**src/rtl/alu_pkg.sv**
```systemverilog
// Shared opcode constants and FSM state encoding for the alu_resp command responder.
package alu_pkg;

    localparam logic [1:0] OP_ADD = 2'b00;
    localparam logic [1:0] OP_SUB = 2'b01;
    localparam logic [1:0] OP_SRL = 2'b10;
    localparam logic [1:0] OP_SRA = 2'b11;

    typedef enum logic [1:0] {
        IDLE  = 2'd0,
        SHIFT = 2'd1,
        DONE  = 2'd2
    } state_t;

    function automatic logic is_shift_op(input logic [1:0] op);
        return op[1];
    endfunction

endpackage

```
**src/rtl/alu_shift1.sv**
```systemverilog
// Combinational one-bit right shifter; i_arith replicates the MSB, otherwise zero-fills.
module alu_shift1 #(
    parameter int WIDTH = 4
) (
    input  logic [WIDTH-1:0] i_data,
    input  logic             i_arith,
    output logic [WIDTH-1:0] o_data
);

    assign o_data = {i_arith & i_data[WIDTH-1], i_data[WIDTH-1:1]};

endmodule

```
**src/rtl/alu_resp.sv**
```systemverilog
// Multi-cycle ALU responder: add/sub in one cycle, shifts one bit per cycle, valid/ready on both sides.
// Optional zero/ovf flag outputs are built when ALU_RESP_FLAGS_EN is defined.
module alu_resp
    import alu_pkg::*;
#(
    parameter int WIDTH = 4,
    parameter int SHW   = 2
) (
    input  logic             clk,
    input  logic             reset,
    input  logic             req_valid,
    output logic             req_ready,
    input  logic [WIDTH-1:0] inA,
    input  logic [WIDTH-1:0] inB,
    input  logic [SHW-1:0]   inC,
    input  logic [1:0]       op,
    output logic             resp_valid,
    input  logic             resp_ready,
`ifdef ALU_RESP_FLAGS_EN
    output logic             zero,
    output logic             ovf,
`endif
    output logic [WIDTH-1:0] ans
);

    state_t           r_state;
    state_t           w_state_nxt;
    logic [WIDTH-1:0] r_ans;
    logic [WIDTH-1:0] w_ans_nxt;
    logic [SHW-1:0]   r_cnt;
    logic [SHW-1:0]   w_cnt_nxt;
    logic             r_arith;
    logic             w_arith_nxt;
    logic             w_accept;
    logic [WIDTH-1:0] w_sum;
    logic [WIDTH-1:0] w_diff;
    logic [WIDTH-1:0] w_shifted;

    assign req_ready  = (r_state == IDLE) && reset;
    assign resp_valid = (r_state == DONE);
    assign ans        = r_ans;
    assign w_accept   = req_valid && req_ready;
    assign w_sum      = inA + inB;
    assign w_diff     = inA - inB;

    alu_shift1 #(
        .WIDTH (WIDTH)
    ) u_shift1 (
        .i_data  (r_ans),
        .i_arith (r_arith),
        .o_data  (w_shifted)
    );

    always_ff @(posedge clk) begin
        if (!reset) begin
            r_state <= IDLE;
            r_ans   <= '0;
            r_cnt   <= '0;
            r_arith <= 1'b0;
        end else begin
            r_state <= w_state_nxt;
            r_ans   <= w_ans_nxt;
            r_cnt   <= w_cnt_nxt;
            r_arith <= w_arith_nxt;
        end
    end

    always_comb begin
        w_state_nxt = r_state;
        w_ans_nxt   = r_ans;
        w_cnt_nxt   = r_cnt;
        w_arith_nxt = r_arith;
        case (r_state)
            IDLE: begin
                if (w_accept) begin
                    w_arith_nxt = (op == OP_SRA);
                    if (op == OP_ADD) begin
                        w_ans_nxt   = w_sum;
                        w_state_nxt = DONE;
                    end else if (op == OP_SUB) begin
                        w_ans_nxt   = w_diff;
                        w_state_nxt = DONE;
                    end else begin
                        w_ans_nxt = inA;
                        if (inC == '0) begin
                            w_state_nxt = DONE;
                        end else begin
                            w_cnt_nxt   = inC;
                            w_state_nxt = SHIFT;
                        end
                    end
                end
            end
            SHIFT: begin
                w_ans_nxt = w_shifted;
                w_cnt_nxt = r_cnt - 1'b1;
                if (r_cnt == SHW'(1)) begin
                    w_state_nxt = DONE;
                end
            end
            DONE: begin
                if (resp_ready) begin
                    w_state_nxt = IDLE;
                end
            end
            default: begin
                w_state_nxt = IDLE;
            end
        endcase
    end

`ifdef ALU_RESP_FLAGS_EN
    logic r_zero;
    logic r_ovf;
    logic w_add_ovf;
    logic w_sub_ovf;

    // Two's-complement overflow: operand signs agree (add) or differ (sub) and the result sign flips.
    assign w_add_ovf = (inA[WIDTH-1] == inB[WIDTH-1]) && (w_sum[WIDTH-1] != inA[WIDTH-1]);
    assign w_sub_ovf = (inA[WIDTH-1] != inB[WIDTH-1]) && (w_diff[WIDTH-1] != inA[WIDTH-1]);
    assign zero      = r_zero;
    assign ovf       = r_ovf;

    always_ff @(posedge clk) begin
        if (!reset) begin
            r_zero <= 1'b0;
            r_ovf  <= 1'b0;
        end else begin
            if (w_accept) begin
                if (op == OP_ADD) begin
                    r_ovf <= w_add_ovf;
                end else if (op == OP_SUB) begin
                    r_ovf <= w_sub_ovf;
                end else begin
                    r_ovf <= 1'b0;
                end
            end
            if ((w_state_nxt == DONE) && (r_state != DONE)) begin
                r_zero <= (w_ans_nxt == '0);
            end
        end
    end
`endif

endmodule

```
**config.mk**
```make
export PLATFORM = sky130hd
export DESIGN_NAME = alu_resp
export DESIGN_NICKNAME = d
export VERILOG_FILES = /design/src/rtl/alu_pkg.sv /design/src/rtl/alu_shift1.sv /design/src/rtl/alu_resp.sv
export SDC_FILE = /design/constraint.sdc
export NUM_CORES = 1
export LEC_CHECK = 0
export ABC_CLOCK_PERIOD_IN_PS = 3630
export BUFFER_PORTS_ARGS = -buffer_cell sky130_fd_sc_hd__buf_4
export CAP_MARGIN = 20
export CORE_AREA = 2 2 41 43
export CTS_CLUSTER_SIZE = 16
export DETAILED_ROUTE_END_ITERATION = 12
export DIE_AREA = 0 0 43 45
export PLACE_DENSITY = 0.79
export SYNTH_ARGS = -nofsm -noshare
export SYNTH_HDL_FRONTEND = slang
export SYNTH_SLANG_ARGS = --single-unit
```
**constraint.sdc**
```tcl
create_clock -name clk -period 3.63 [get_ports clk]
set_clock_uncertainty 0.05 [all_clocks]
set_input_delay 0.726 -clock clk [delete_from_list [all_inputs] [get_ports clk]]
set_output_delay 0.726 -clock clk [all_outputs]
set_load 0.005 [all_outputs]
```
==> results of run 1 <==
==> through the flow <==
step	total power [µW]	cell area, µm²	std cells
3_3_place_gp	207	922	129
5_1_grt	309	948	133
3_5_place_dp	211	922	129
2_1_floorplan	172	757	95
4_1_cts	292	948	133
6_report	289	948	133
==> cell usage after synthesis (2+ instances only) <==
library cell,number
a22oi_1,4
ha_1,7
fa_1,2
nand2b_1,2
nand3_1,4
o21a_1,2
nor2_1,7
a21oi_1,3
a211oi_1,3
nor3_1,3
nand2_1,9
o211ai_1,2
inv_1,7
o21ai_0,5
nor2b_1,8
dfxtp_1,9
clkbuf_1,2
a21boi_0,3
==> placed cells by master, fill, tap and decap left out, types with 4 or more instances in the layout <==
cell     netlist  routed
buf_4          0      21
nand2_1        9       9
dfxtp_1        9       9
nor2b_1        8       8
inv_1          7       7
nor2_1         7       7
ha_1           7       7
o21ai_0        5       5
a22oi_1        4       4
nand3_1        4       4
==> state kept, by name (all words and copies together) (netlist names) <==
| name | cells |
|---|---|
| r_state | 2 |
| r_cnt | 2 |
| r_arith | 1 |
| ans | 4 |
==> metal layers <==
layer	vias up	routed length, µm	global-route usage, %	part of all wire (%)
met5	-	0	0	0
met4	0	24	10.9	1.4
met3	2	78	4.80	4.7
met2	16	886	41.2	53
met1	355	679	19.0	41
li1	374	-	-	-
==> report_power, final <==
part / total, µW / switching [µW] / internal, µW / leakage [µW]
clock network: 80.9 / 38.4 / 42.6 / 0.0000150
logic: 91.1 / 43.2 / 47.9 / 0.000336
registers: 117 / 9.28 / 108 / 0.0000738
==> worst max-delay path: stages <==
cell	delay, ns
buf_4	0.14
nand2b_2	0.10
nor2_1	0.13
buf_4	0.13
==> cells by family (layout without fill, tap and decap cells) <==
logic type / count (synthesis) / in the layout / synth area share, %
AO/OA/AOI/OAI: 26 / 26 / 24.0
XOR/XNOR: 1 / 1 / 1.16
adder cells (fa/ha/maj): 9 / 9 / 16.9
buffers and inverters: 10 / 32 / 5.12
flip-flops: 9 / 9 / 23.8
AND/OR/NAND/NOR: 40 / 40 / 29.1
==> layout make-up <==
class / count / area [µm²]
well taps: 16 / 20.0
inverters: 7 / 26.3
flip-flops and latches: 9 / 180
clock buffers: 4 / 26.3
fillers: 137 / 523
multi-input cells: 76 / 538
repair buffers: 21 / 158
==> final timing paths <==
| check | endpoint | slack, ns | depth (start not counted) |
|---|---|---|---|
| worst max-delay path | req_ready | 1.63 | 4 |
| worst min-delay path | r_arith | 0.42 | 2 |
| worst max register to register | r_cnt[0] | 1.91 | 6 |
| worst min register to register | r_arith | 0.42 | 2 |
==> key figures, run 1 <==
Yosys
  – Synth Flop Type: dfxtp_1
  – Yosys warns: 0
  – Syn nets: 120
  – Mapped Cells: 95
  – Cell Area, Synth: 757 µm²
  – Asr flop ratio synth: 0%
  – Syn_area_per_cell: 7.97 µm²
  – Seq/Total Area, Yosys: 23.8%
  – Yosys cell types: 31
  – Synth top area cells: dfxtp_1, ha_1, nor2b_1, fa_1, nand2_1
  – Synthesized flop and latch total: 9
  – Post-synth top area share: 23.8%
  – EDFF count, synth: 0
  – Top cell type by total area after synthesis: dfxtp_1

Placed design
  – DP Wirelength: 1360 µm
  – Port bufs: 21
  – Dpl ws: 1.36 ns
  – GPL Wtd Cong: 0.827

Die
  – Core area: 0.00147 mm²
  – Die height: 45 µm
  – Initial Util: 51.4%
  – Rows: 14
  – Die ar.: 0.00194 mm²
  – Die Width: 43 µm
  – Total I/O pin count: 22

Timing
  – Final WS setup: 1.63 ns
  – Max-Slew Margin vs Limit: 72.5%
  – Fin. Hold Viols: 0
  – Final setup violating endpoints: 0
  – Max-slew violation count: 0
  – Hold_ws: 0.419 ns
  – Period utilisation layout: 55.1%
  – Setup TNS Final: 0 ns
  – Period minus WS final: 2.00 ns
  – Worst Max-Slew Pin Slew: 0.412 ns
  – RSZ-0062 raised after global routing: false
  – Fmax: 0.500 GHz

Critical path
  – Worst EP arrival: 1.22 ns
  – Worst EP required: 2.85 ns
  – Worst setup SP type: primary input
  – CP Capture Type: output port
  – Worst setup startpoint: reset
  – FF-to-FF Start: r_state[1]
  – Worst Path Max Fanout: 9
  – Kind of critical path: primary input to output port

Clock network
  – CTS Buf Count: 3
  – Clock sink total: 9
  – CTS tree: done
  – Root Driver: clkbuf_4
  – CTS Buffer Depth: 2
  – Clock Latency Late Sink: 0.27 ns
  – Post-CTS Resized: 0
  – Worst-path clk slew: 0.06 ns
  – Post-CTS Hold Buffers: 0
  – Postcts setup bufs: 0
  – H-Tree Level Count: 1

Final layout
  – Util after Layout: 64.5%
  – Layout area overhead: 25.3%
  – Diode count: 0
  – Layout cells sized above 1: 26.5%
  – Fin nets: 143

Drt
  – Via count: 747
  – Remaining DRCs: 0
  – Initial drt markers: 17
  – Routed len/inst: 12.5 µm
  – Post-DRT Antenna Nets: 0
  – Initial DRT Pass Iterations: 4
  – Final wirelength: 1670 µm
  – Number of vias per cell: 5.62

Min path
  – Worst hold path class: register to register
  – Hold path start: r_arith

GRT
  – Largest net degree at the start of global routing: 13
  – Initial antenna violation count: 0
  – Vias in the first global route: 767
  – Total grt overflow: 0
  – Global-route usage over all layers: 20.5%
  – First-pass GRT wire length: 3000 µm

Pwr
  – PD cells: 305 mW/mm²
  – Peak VDD IR: 0.000132 V
  – Leak: 0.000424 µW

Run
  – MaxCap Viol Count: 0

Outcome
  – Status: finished clean
(Power assumes the default switching activity.)
==> run 2, diff against run 1 <==
--- a/config.mk
+++ b/config.mk
@@ -5,14 +5,14 @@
 export SDC_FILE = /design/constraint.sdc
 export NUM_CORES = 1
 export LEC_CHECK = 0
-export ABC_CLOCK_PERIOD_IN_PS = 3630
+export ABC_CLOCK_PERIOD_IN_PS = 1650
 export BUFFER_PORTS_ARGS = -buffer_cell sky130_fd_sc_hd__buf_4
 export CAP_MARGIN = 20
-export CORE_AREA = 2 2 41 43
+export CORE_AREA = 2 2 49 42
 export CTS_CLUSTER_SIZE = 16
 export DETAILED_ROUTE_END_ITERATION = 12
-export DIE_AREA = 0 0 43 45
-export PLACE_DENSITY = 0.79
+export DIE_AREA = 0 0 51 44
+export PLACE_DENSITY = 0.72
 export SYNTH_ARGS = -nofsm -noshare
 export SYNTH_HDL_FRONTEND = slang
 export SYNTH_SLANG_ARGS = --single-unit
==> constraint.sdc (replaced) <==
create_clock -name clk -period 1.65 [get_ports clk]
set_clock_uncertainty 0.05 [all_clocks]
set_input_delay 0.33 -clock clk [delete_from_list [all_inputs] [get_ports clk]]
set_output_delay 0.33 -clock clk [all_outputs]
set_load 0.005 [all_outputs]
==> key figures, run 2 (synthesis results as in run 1) <==
Outcome
  – Status: finished clean

Critical path
  – CP Capture Type: register
  – Worst Path Max Fanout: 3
  – R2R cell count: 6
  – Worst setup startpoint: inA[0]
  – Worst Setup EP: ans[2]
  – Kind of critical path: primary input to register
  – R2R Setup Slk: 0.19 ns
  – FF-to-FF Start: r_state[1]
  – Worst EP required: 1.79 ns
  – Worst EP arrival: 1.67 ns
  – FF-to-FF End: r_cnt[0]
  – Worst setup SP type: primary input

Clock network
  – H-Tree Level Count: 1
  – Clock sink total: 9
  – Clock Latency Late Sink: 0.27 ns
  – CTS Buf Count: 3
  – Postcts setup bufs: 0
  – CTS tree: done
  – Root Driver: clkbuf_4
  – CTS Buffer Depth: 2
  – Worst-path clk slew: 0.06 ns
  – Post-CTS Hold Buffers: 0

Timing
  – Period utilisation layout: 92.7%
  – Max-slew violation count: 0
  – Fmax: 0.654 GHz
  – Period minus WS final: 1.53 ns
  – Final setup violating endpoints: 0
  – Max-Slew Margin vs Limit: 71.6%
  – Fin. Hold Viols: 0
  – RSZ-0062 raised after global routing: false
  – Worst Max-Slew Pin Slew: 0.425 ns

GRT
  – Initial antenna violation count: 0
  – Largest net degree at the start of global routing: 13
  – Total grt overflow: 0
  – Vias in the first global route: 680
  – First-pass GRT wire length: 2900 µm
  – Global-route usage over all layers: 17.2%

Final layout
  – Max reg flops: 4
  – Non-filler instance count after layout: 145
  – Most frequent cells in the layout: buf_4, nand2_1, dfxtp_1
  – Register area: 180 µm²
  – Area of the multi-input gates: 547 µm²
  – Most common cell after layout, fill and taps aside: buf_4
  – Diode count: 0
  – Layout area overhead: 31.7%
  – Layout cells sized above 1: 31.4%
  – Util after Layout: 56.4%
  – Fillers: 174
  – Fin nets: 147

Min path
  – Worst hold path class: primary input to register

Pwr
  – Peak VDD IR: 0.000422 V
  – Psw: 198 µW
  – PD cells: 647 mW/mm²
  – Clock power share: 26.6%
  – Part of the power in registers: 39.0%
  – Switching share of power: 30.7%
  – Internal: 447 µW
  – Logic pwr share: 34.4%
  – Leak: 0.000446 µW

Die
  – Initial Util: 42.8%
  – Die height: 44 µm
  – Total I/O pin count: 22
  – Rows: 14
  – Core area: 0.00177 mm²
  – Die Width: 51 µm
  – Die ar.: 0.00224 mm²

Drt
  – Number of vias per cell: 5.00
  – Initial drt markers: 16
  – Routed len/inst: 11.4 µm
  – Initial DRT Pass Iterations: 4
  – Post-DRT Antenna Nets: 0
  – Remaining DRCs: 0
  – Final wirelength: 1660 µm
  – Via count: 725

Placed design
  – Port bufs: 21
  – GPL Wtd Cong: 0.864
  – Placed Instances: 141
  – DP Wirelength: 1340 µm

Run
  – MaxCap Viol Count: 0
run 2: cell count changes in the layout (fill, tap and decap cells not counted), sizes merged:
cell,delta
buf,+4
run 2: worst max-delay path, stage by stage:
cell and delay, ns:
buf_4 0.09, inv_1 0.04, ha_1 0.22, fa_1 0.40
a21oi_2 0.16, xnor2_1 0.07, o21ai_0 0.16, nand2_1 0.07
a21boi_0 0.13
run 2: metal layers:
| metal | share of wire (%) | vias to the layer above | GRT usage (%) |
|---|---|---|---|
| li1 | - | 385 | - |
| met1 | 49 | 321 | 22.0 |
| met2 | 45 | 17 | 28.1 |
| met3 | 4.3 | 2 | 5.17 |
| met4 | 1.1 | 0 | 4.86 |
| met5 | 0 | - | 0 |
run 2: area by class of cell:
cell class | count | share of cell area [%]
inverter | 7 | 2.63
multi-input combinational | 76 | 54.8
sequential | 9 | 18.1
clock buffer | 4 | 2.63
timing repair buffer | 25 | 18.8
tap | 24 | 3.01
run 2: metrics by stage:
step           TNS, ns  worst slack (ns)  total power, µW  hold slack [ns]  area, µm²
3_5_place_dp    -0.412            -0.215              473            0.409        962
3_3_place_gp    -0.285            -0.151              466            0.403        962
6_report             0             0.121              646            0.287        997
4_1_cts              0            0.0695              646            0.287        988
5_1_grt              0           0.00584              692            0.309        997
2_1_floorplan        0           0.00382              379            0.391        757
run 2: worst min path at each step:
stage	slack, ns	cells after the start	start	to
after floorplan	0.39	2	r_arith	r_arith
after global placement	0.40	2	ans[0]	ans[0]
after detailed placement	0.41	2	r_arith	r_arith
after CTS	0.29	3	reset	r_cnt[1]
after global routing	0.31	2	reset	r_state[1]
final	0.29	3	reset	r_cnt[1]
run 2: timing repair:
action	CTS	global route
hold endpoints to repair	0	0
resized for setup	0	3
setup endpoints to repair	0	2
run 2: power groups by stage:
stage / sequential (µW) / clock (µW) / combinational [µW]
finish: 252 / 172 / 222
global route: 254 / 186 / 252
CTS: 252 / 177 / 217
detailed placement: 257 / 0 / 216
global placement: 257 / 0 / 209
floorplan: 254 / 0 / 125
